`src/rtl/mod_n_counter_pkg.sv`:
```
// Shared types and elaboration helpers for the modulo-N counter family.
package mod_n_counter_pkg;

  typedef enum logic {
    DIR_DOWN = 1'b0,
    DIR_UP   = 1'b1
  } dir_e;

  // Legal configuration: 2 <= modulus <= 2^width.
  function automatic logic modulus_ok(input int width, input longint modulus);
    logic ok_v;
    if ((width < 32'sd1) || (width > 32'sd62)) begin
      ok_v = 1'b0;
    end else begin
      ok_v = (modulus >= 64'sd2) && (modulus <= (64'sd1 << width));
    end
    return ok_v;
  endfunction

  function automatic int term_value(input int modulus, input dir_e dir);
    int term_v;
    case (dir)
      DIR_UP:   term_v = modulus - 32'sd1;
      DIR_DOWN: term_v = 32'sd0;
      default:  term_v = 32'sd0;
    endcase
    return term_v;
  endfunction

endpackage

```
`src/rtl/mod_n_next.sv`:
```
// Next-state logic for mod_n_counter: load clamp, wrap detect, up/down step.
// Down counting exists only when MOD_N_COUNTER_DOWN_EN is defined.
module mod_n_next
  import mod_n_counter_pkg::*;
#(
  parameter int WIDTH   = 4,
  parameter int MODULUS = 10
) (
  input  logic [WIDTH-1:0] count,
  input  logic             en,
  input  logic             up,
  input  logic             load,
  input  logic [WIDTH-1:0] load_val,
  output logic [WIDTH-1:0] next_count,
  output logic             next_wrap
);

  localparam logic [WIDTH-1:0] MAX_C   = WIDTH'(term_value(MODULUS, DIR_UP));
  localparam logic [WIDTH-1:0] ONE_C   = WIDTH'(32'd1);
  localparam logic [WIDTH:0]   MOD_EXT = (WIDTH+1)'(MODULUS);

  logic [WIDTH-1:0] inc_count_s;
  logic             inc_wrap_s;
  logic [WIDTH-1:0] load_count_s;

`ifdef MOD_N_COUNTER_DOWN_EN
  localparam logic [WIDTH-1:0] ZERO_C = {WIDTH{1'b0}};

  dir_e             dir_s;
  logic [WIDTH-1:0] dec_count_s;
  logic             dec_wrap_s;

  assign dir_s = dir_e'(up);

  // Decrement with wrap from 0 back to MODULUS-1.
  always_comb begin
    dec_count_s = count - ONE_C;
    dec_wrap_s  = 1'b0;
    if (count == ZERO_C) begin
      dec_count_s = MAX_C;
      dec_wrap_s  = 1'b1;
    end else begin
      dec_wrap_s  = 1'b0;
    end
  end
`else
  logic up_unused_s;
  assign up_unused_s = up;
`endif

  // Increment with wrap from MODULUS-1 to 0; covers the full-range natural overflow too.
  always_comb begin
    inc_count_s = count + ONE_C;
    inc_wrap_s  = 1'b0;
    if (count == MAX_C) begin
      inc_count_s = {WIDTH{1'b0}};
      inc_wrap_s  = 1'b1;
    end else begin
      inc_wrap_s  = 1'b0;
    end
  end

  // Out-of-range load values clamp to the top of the count range.
  always_comb begin
    load_count_s = MAX_C;
    if ({1'b0, load_val} < MOD_EXT) begin
      load_count_s = load_val;
    end else begin
      load_count_s = MAX_C;
    end
  end

  // Priority: load > en > hold.
  always_comb begin
    next_count = count;
    next_wrap  = 1'b0;
    if (load) begin
      next_count = load_count_s;
      next_wrap  = 1'b0;
    end else if (en) begin
`ifdef MOD_N_COUNTER_DOWN_EN
      if (dir_s == DIR_DOWN) begin
        next_count = dec_count_s;
        next_wrap  = dec_wrap_s;
      end else begin
        next_count = inc_count_s;
        next_wrap  = inc_wrap_s;
      end
`else
      next_count = inc_count_s;
      next_wrap  = inc_wrap_s;
`endif
    end else begin
      next_count = count;
      next_wrap  = 1'b0;
    end
  end

endmodule

```
`src/rtl/mod_n_counter.sv`:
```
// Parametrised modulo-N counter with enable, clamped parallel load, terminal count
// and registered wrap pulse. Define MOD_N_COUNTER_DOWN_EN to honour the up input.
module mod_n_counter
  import mod_n_counter_pkg::*;
#(
  parameter int WIDTH   = 4,
  parameter int MODULUS = 10
) (
  input  logic             clk,
  input  logic             reset,
  input  logic             en,
  input  logic             up,
  input  logic             load,
  input  logic [WIDTH-1:0] load_val,
  output logic [WIDTH-1:0] count,
  output logic             tc,
  output logic             wrap
);

  if (!modulus_ok(WIDTH, longint'(MODULUS))) begin : g_bad_modulus
    $error("mod_n_counter: MODULUS must satisfy 2 <= MODULUS <= 2**WIDTH");
  end

  localparam logic [WIDTH-1:0] TERM_UP = WIDTH'(term_value(MODULUS, DIR_UP));

  logic [WIDTH-1:0] count_r;
  logic             wrap_r;
  logic [WIDTH-1:0] next_count_s;
  logic             next_wrap_s;
  logic [WIDTH-1:0] term_s;

  mod_n_next #(
    .WIDTH   (WIDTH),
    .MODULUS (MODULUS)
  ) u_next (
    .count      (count_r),
    .en         (en),
    .up         (up),
    .load       (load),
    .load_val   (load_val),
    .next_count (next_count_s),
    .next_wrap  (next_wrap_s)
  );

  // Count and wrap state; reset clears both immediately.
  always_ff @(posedge clk or posedge reset) begin
    if (reset) begin
      count_r <= {WIDTH{1'b0}};
      wrap_r  <= 1'b0;
    end else begin
      count_r <= next_count_s;
      wrap_r  <= next_wrap_s;
    end
  end

`ifdef MOD_N_COUNTER_DOWN_EN
  localparam logic [WIDTH-1:0] TERM_DOWN = WIDTH'(term_value(MODULUS, DIR_DOWN));

  // Terminal value follows the live direction input.
  always_comb begin
    term_s = TERM_UP;
    if (dir_e'(up) == DIR_UP) begin
      term_s = TERM_UP;
    end else begin
      term_s = TERM_DOWN;
    end
  end
`else
  assign term_s = TERM_UP;
`endif

  // tc stays combinational so a cascaded stage can use it as its enable on the same edge.
  assign tc    = en & (count_r == term_s);
  assign count = count_r;
  assign wrap  = wrap_r;

endmodule

```
`config.mk`:
```
export PLATFORM = sky130hd
export DESIGN_NAME = mod_n_counter
export DESIGN_NICKNAME = d
export VERILOG_FILES = /design/src/rtl/mod_n_counter_pkg.sv /design/src/rtl/mod_n_next.sv /design/src/rtl/mod_n_counter.sv
export SDC_FILE = /design/constraint.sdc
export NUM_CORES = 1
export LEC_CHECK = 0
export ABC_AREA = 1
export CAP_MARGIN = 5
export CELL_PAD_IN_SITES_DETAIL_PLACEMENT = 1
export CELL_PAD_IN_SITES_GLOBAL_PLACEMENT = 1
export CORE_AREA = 3 3 40 42
export CTS_CLUSTER_DIAMETER = 40
export DETAILED_ROUTE_END_ITERATION = 10
export DIE_AREA = 0 0 43 45
export GPL_ROUTABILITY_DRIVEN = 0
export PLACE_DENSITY_LB_ADDON = 0.2
export SLEW_MARGIN = 20
export SYNTH_ARGS = -nofsm -noshare
export SYNTH_HDL_FRONTEND = slang
export SYNTH_SLANG_ARGS = --single-unit
```
`constraint.sdc`:
```
create_clock -name clk -period 2.17 [get_ports clk]
set_clock_uncertainty 0.15 [all_clocks]
set_input_delay 0.217 -clock clk [delete_from_list [all_inputs] [get_ports clk]]
set_output_delay 0.217 -clock clk [all_outputs]
set_load 0.02 [all_outputs]
```
Word level (Yosys, flattened, before mapping)
Cells that the tools add are included.
{"block": "word_totals", "register_bits": 5, "input_bits": 9, "mem_count": 0, "ramBits": 0, "latch_bits": 0, "rom_bits": 0, "output_inout_bits": 6, "wordCells": 14}
{"block": "op_classes", "shift": 0, "mul": 0, "n_eq_ne": 1, "reduce_logical": 1, "muxes": 7, "div_mod_pow": 0, "order_cmp": 1, "add_sub_neg": 1, "n_bitwise": 1}
{"cell": "two-way mux 4 bit", "n": 4}
{"cell": "adder 4 x 1 -> 4 bit, second input constant", "n": 1}
{"cell": "== test 4 bit, second input constant", "n": 1}
{"cell": "< comparator 4 bit, second input constant", "n": 1}
{"cell": "two-way mux 1 bit", "n": 3}
{"cell": "nonzero test 2 bit", "n": 1}
{"cell": "bitwise AND 1 bit", "n": 1}

Logic depth before layout (Yosys ltp)
{"block": "depth", "ltp_word": 4, "depth_mapped": 6, "depth_no_buf": 6}

Cells and area by module
Synthesis repeated with hierarchy kept, for this count alone.
{"block": "unflattened", "cells_unflattened": 45, "hier_area_um2": 310.3}
{"mod": "mod_n_counter", "cells_each": 11, "seq_area_each_um2": 125.1, "instances": 1, "area_per_inst_um2": 156.4}
{"mod": "mod_n_next", "cells_each": 34, "seq_area_each_um2": 0.0, "instances": 1, "area_per_inst_um2": 153.9}

Least setup slack after synthesis
Ideal clock, no wire load.
{"block": "synth_timing", "path_kind": "register to output", "from": "register count_r[2], in the netlist count[2]", "to": "output port tc", "arrival_time_ns": 1.107, "path_stages_with_launch": 6, "required_ns": 1.803, "path_slack_ns": 0.696, "path_buffers": 0, "cell_sequence": "dfrtp_1 -> inv_1 -> nand2_1 -> nor2_1 -> inv_1 -> nor2_1"}
{"block": "synth_between", "elab_chain_len": 2}
{"element": "start: declaration", "line": "mod_n_counter.sv:26", "rtl": "logic [WIDTH-1:0] count_r;"}
{"element": "start signal: assignment", "line": "mod_n_counter.sv:48", "rtl": "count_r <= {WIDTH{1'b0}};"}
{"element": "start signal: assignment", "line": "mod_n_counter.sv:51", "rtl": "count_r <= next_count_s;"}
{"element": "== test 4 bit", "line": "mod_n_counter.sv:73", "rtl": "assign tc = en & (count_r == term_s);"}
{"element": "bitwise AND 1 bit", "line": "mod_n_counter.sv:73"}
{"element": "end: declaration", "line": "mod_n_counter.sv:16", "rtl": "output logic tc,"}
No other way between the ends.

Final worst setup path
Same ends and word-level chain as after synthesis.

==> qor.csv <==
metric;value;unit
status;finished clean;
cp_max_fo;4;
grt_use_total;11.3;%
p_per_area;651;mW/mm^2
grt_pass1_wl;1.48;mm
hpwl;712;um
critical_path_required;1.80;ns
min_period;1.75;ns
coreArea;0.00128;sq mm
p_leak;0.000278;uW
vias;365;
fin_nets;79;
utilization;39.7;%
fin_crit_sh;80.5;%
remaining_drc_errors;0;
antenna_cells;0;
hold_class;in2async;
tns;0;ns
end_kind;primary output;
dpl_cell_area;482;sq um
drt_wl_total;921;um
drv_slew;0;
ys_types;12;
syn-instance-count;51;
yosysWarnings;0;
initial_core_util;25.3;%
clk_latency;0.25;ns
layout_commonest_cell;nand2_1;
cts_htree_levels;1;
syn_area;325;sq um
fin_area;510;sq um
cp.arrival;1.38;ns
synth_fa_ha_area_share;0;%
synth-compound-area-share;7.31;%
port_buffers;13;
worst_slew_pin_slew;0.230;ns
area.growth.synth_to_final;56.9;%
finalPower;333;uW
synth_xor_xnor_area_share;0;%
antenna_found_initial;0;
ctsHoldBuffers;0;
synthSimpleGateAreaFrac;42.7;%
layout_common_cells;nand2_1, clkdlybuf4s50_1, inv_1, nand3_1, dfrtp_1;
synthesis.nets;60;
finalNonFillerCells;84;
dieWidth;43;um
startpoint_type;flop;
synth_top_family_by_area;simple AND/OR/NAND/NOR gates;
fill_cells;172;
wl_per_cell;11.0;um
clock_path_buffers;2;
grt_pass1_vias;341;
die_h;45;um
grt_setup_unrepaired;false;
ant_nets;0;
vias_per_cell;4.35;
cts-root-buf;clkbuf_4;
firstDrtPassIters;2;
gr-total-overflow;0;
final_layout_size_suffix_gt1_share;10.1;%
rows;13;
synth.avg_cell_area;6.38;sq um
ir_drop;0.264;mV
max_freq;0.572;GHz
maxCapViolCount;0;
synth-seq-area-share;38.5;%
cts_tree;done;
clkSlewWorstSetupHoldPaths;0.05;ns
die_area;0.00194;sq mm
setup_viol;0;
numCtsBuffers;3;
worstSetupPathType;reg2out;
synth_mux_area_share;0;%
drt-initial-drc-count;1;
dpl.cell_count;80;
ios;15;
slew_headroom;84.7;%
grt_max_degree;8;
ys_seq_elements;5;
clock-sinks;5;
hold_viol_final;0;
-- worst max-delay path, stage by stage (launching register included) --
cell	delay, ns
dfrtp_1	0.40
inv_1	0.17
nand2_1	0.07
nor2_1	0.13
inv_1	0.07
nor2_1	0.08
dlymetal6s2s_1	0.22
-- through the flow --
| step | setup WS [ns] | hold WS, ns |
|---|---|---|
| final | 0.423 | 0.0231 |
| after global routing | 0.282 | 0.0413 |
| after CTS | 0.00755 | 0.0348 |
| after detailed placement | 0.276 | 0.301 |
| after global placement | 0.305 | 0.276 |
| after floorplan | 0.696 | -0.154 |
-- per-layer routing --
layer,vias up,share of wire [%],GRT usage [%]
met1,158,41,11.7
met5,-,0,0
li1,192,-,-
met4,0,3.0,12.7
met2,12,51,18.9
met3,3,3.9,1.20
-- power by group --
part / leakage [uW] / total, uW / internal (uW) / switching, uW
Combinational: 0.000200 / 105 / 48.9 / 56.1
Clock: 0.0000150 / 110 / 69.7 / 40.8
Sequential: 0.0000633 / 117 / 104 / 13.2
Total: 0.000278 / 333 / 222 / 110
-- flip-flops by register name, summed over array words and instances (netlist names) --
name / flops
wrap: 1
count: 4
-- final cells by class --
class / count / area (sq um) / area share [%]
timing repair buffer: 14 / 140 / 27.5
inverter: 10 / 37.5 / 7.35
tap: 15 / 18.8 / 3.68
multi-input combinational: 36 / 163 / 31.9
clock buffer: 4 / 26.3 / 5.15
sequential: 5 / 125 / 24.5
-- worst paths after layout --
| check | slack, ns | cells after the start | to | start |
|---|---|---|---|---|
| worst max-delay path | 0.42 | 6 | tc | count[2] |
| worst min-delay path | 0.02 | 2 | count[1] | reset |
| worst max register to register | 0.97 | 6 | count[3] | count[2] |
| worst min register to register | 0.47 | 2 | count[1] | count[1] |
| max in group asynchronous | 1.68 | 2 | count[2] | reset |
| min in group clk | 0.44 | 3 | count[1] | load_val[1] |
-- kinds of logic after synthesis --
family / after synthesis
buffers and inverters: 10
and+or+nand+nor: 32
AOI/OAI and AO/OA: 4
DFF: 5
-- cell usage after synthesis --
library cell,n,area [sq um]
nand3_1,7,35.0
dfrtp_1,5,125
o21ai_1,2,10.0
nor2_2,1,6.26
nand2_1,17,63.8
a21oi_1,1,5.00
nor2_1,4,15.0
a21oi_2,1,8.76
or2_1,1,6.26
inv_1,10,37.5
nand2_2,1,6.26
nand4_1,1,6.26
-- repair_timing --
action,4_1_cts,5_1_grt
gates resized for setup,0,1
buffers inserted,0,0
setup endpoints to repair,0,1
(Power assumes the default switching activity.)
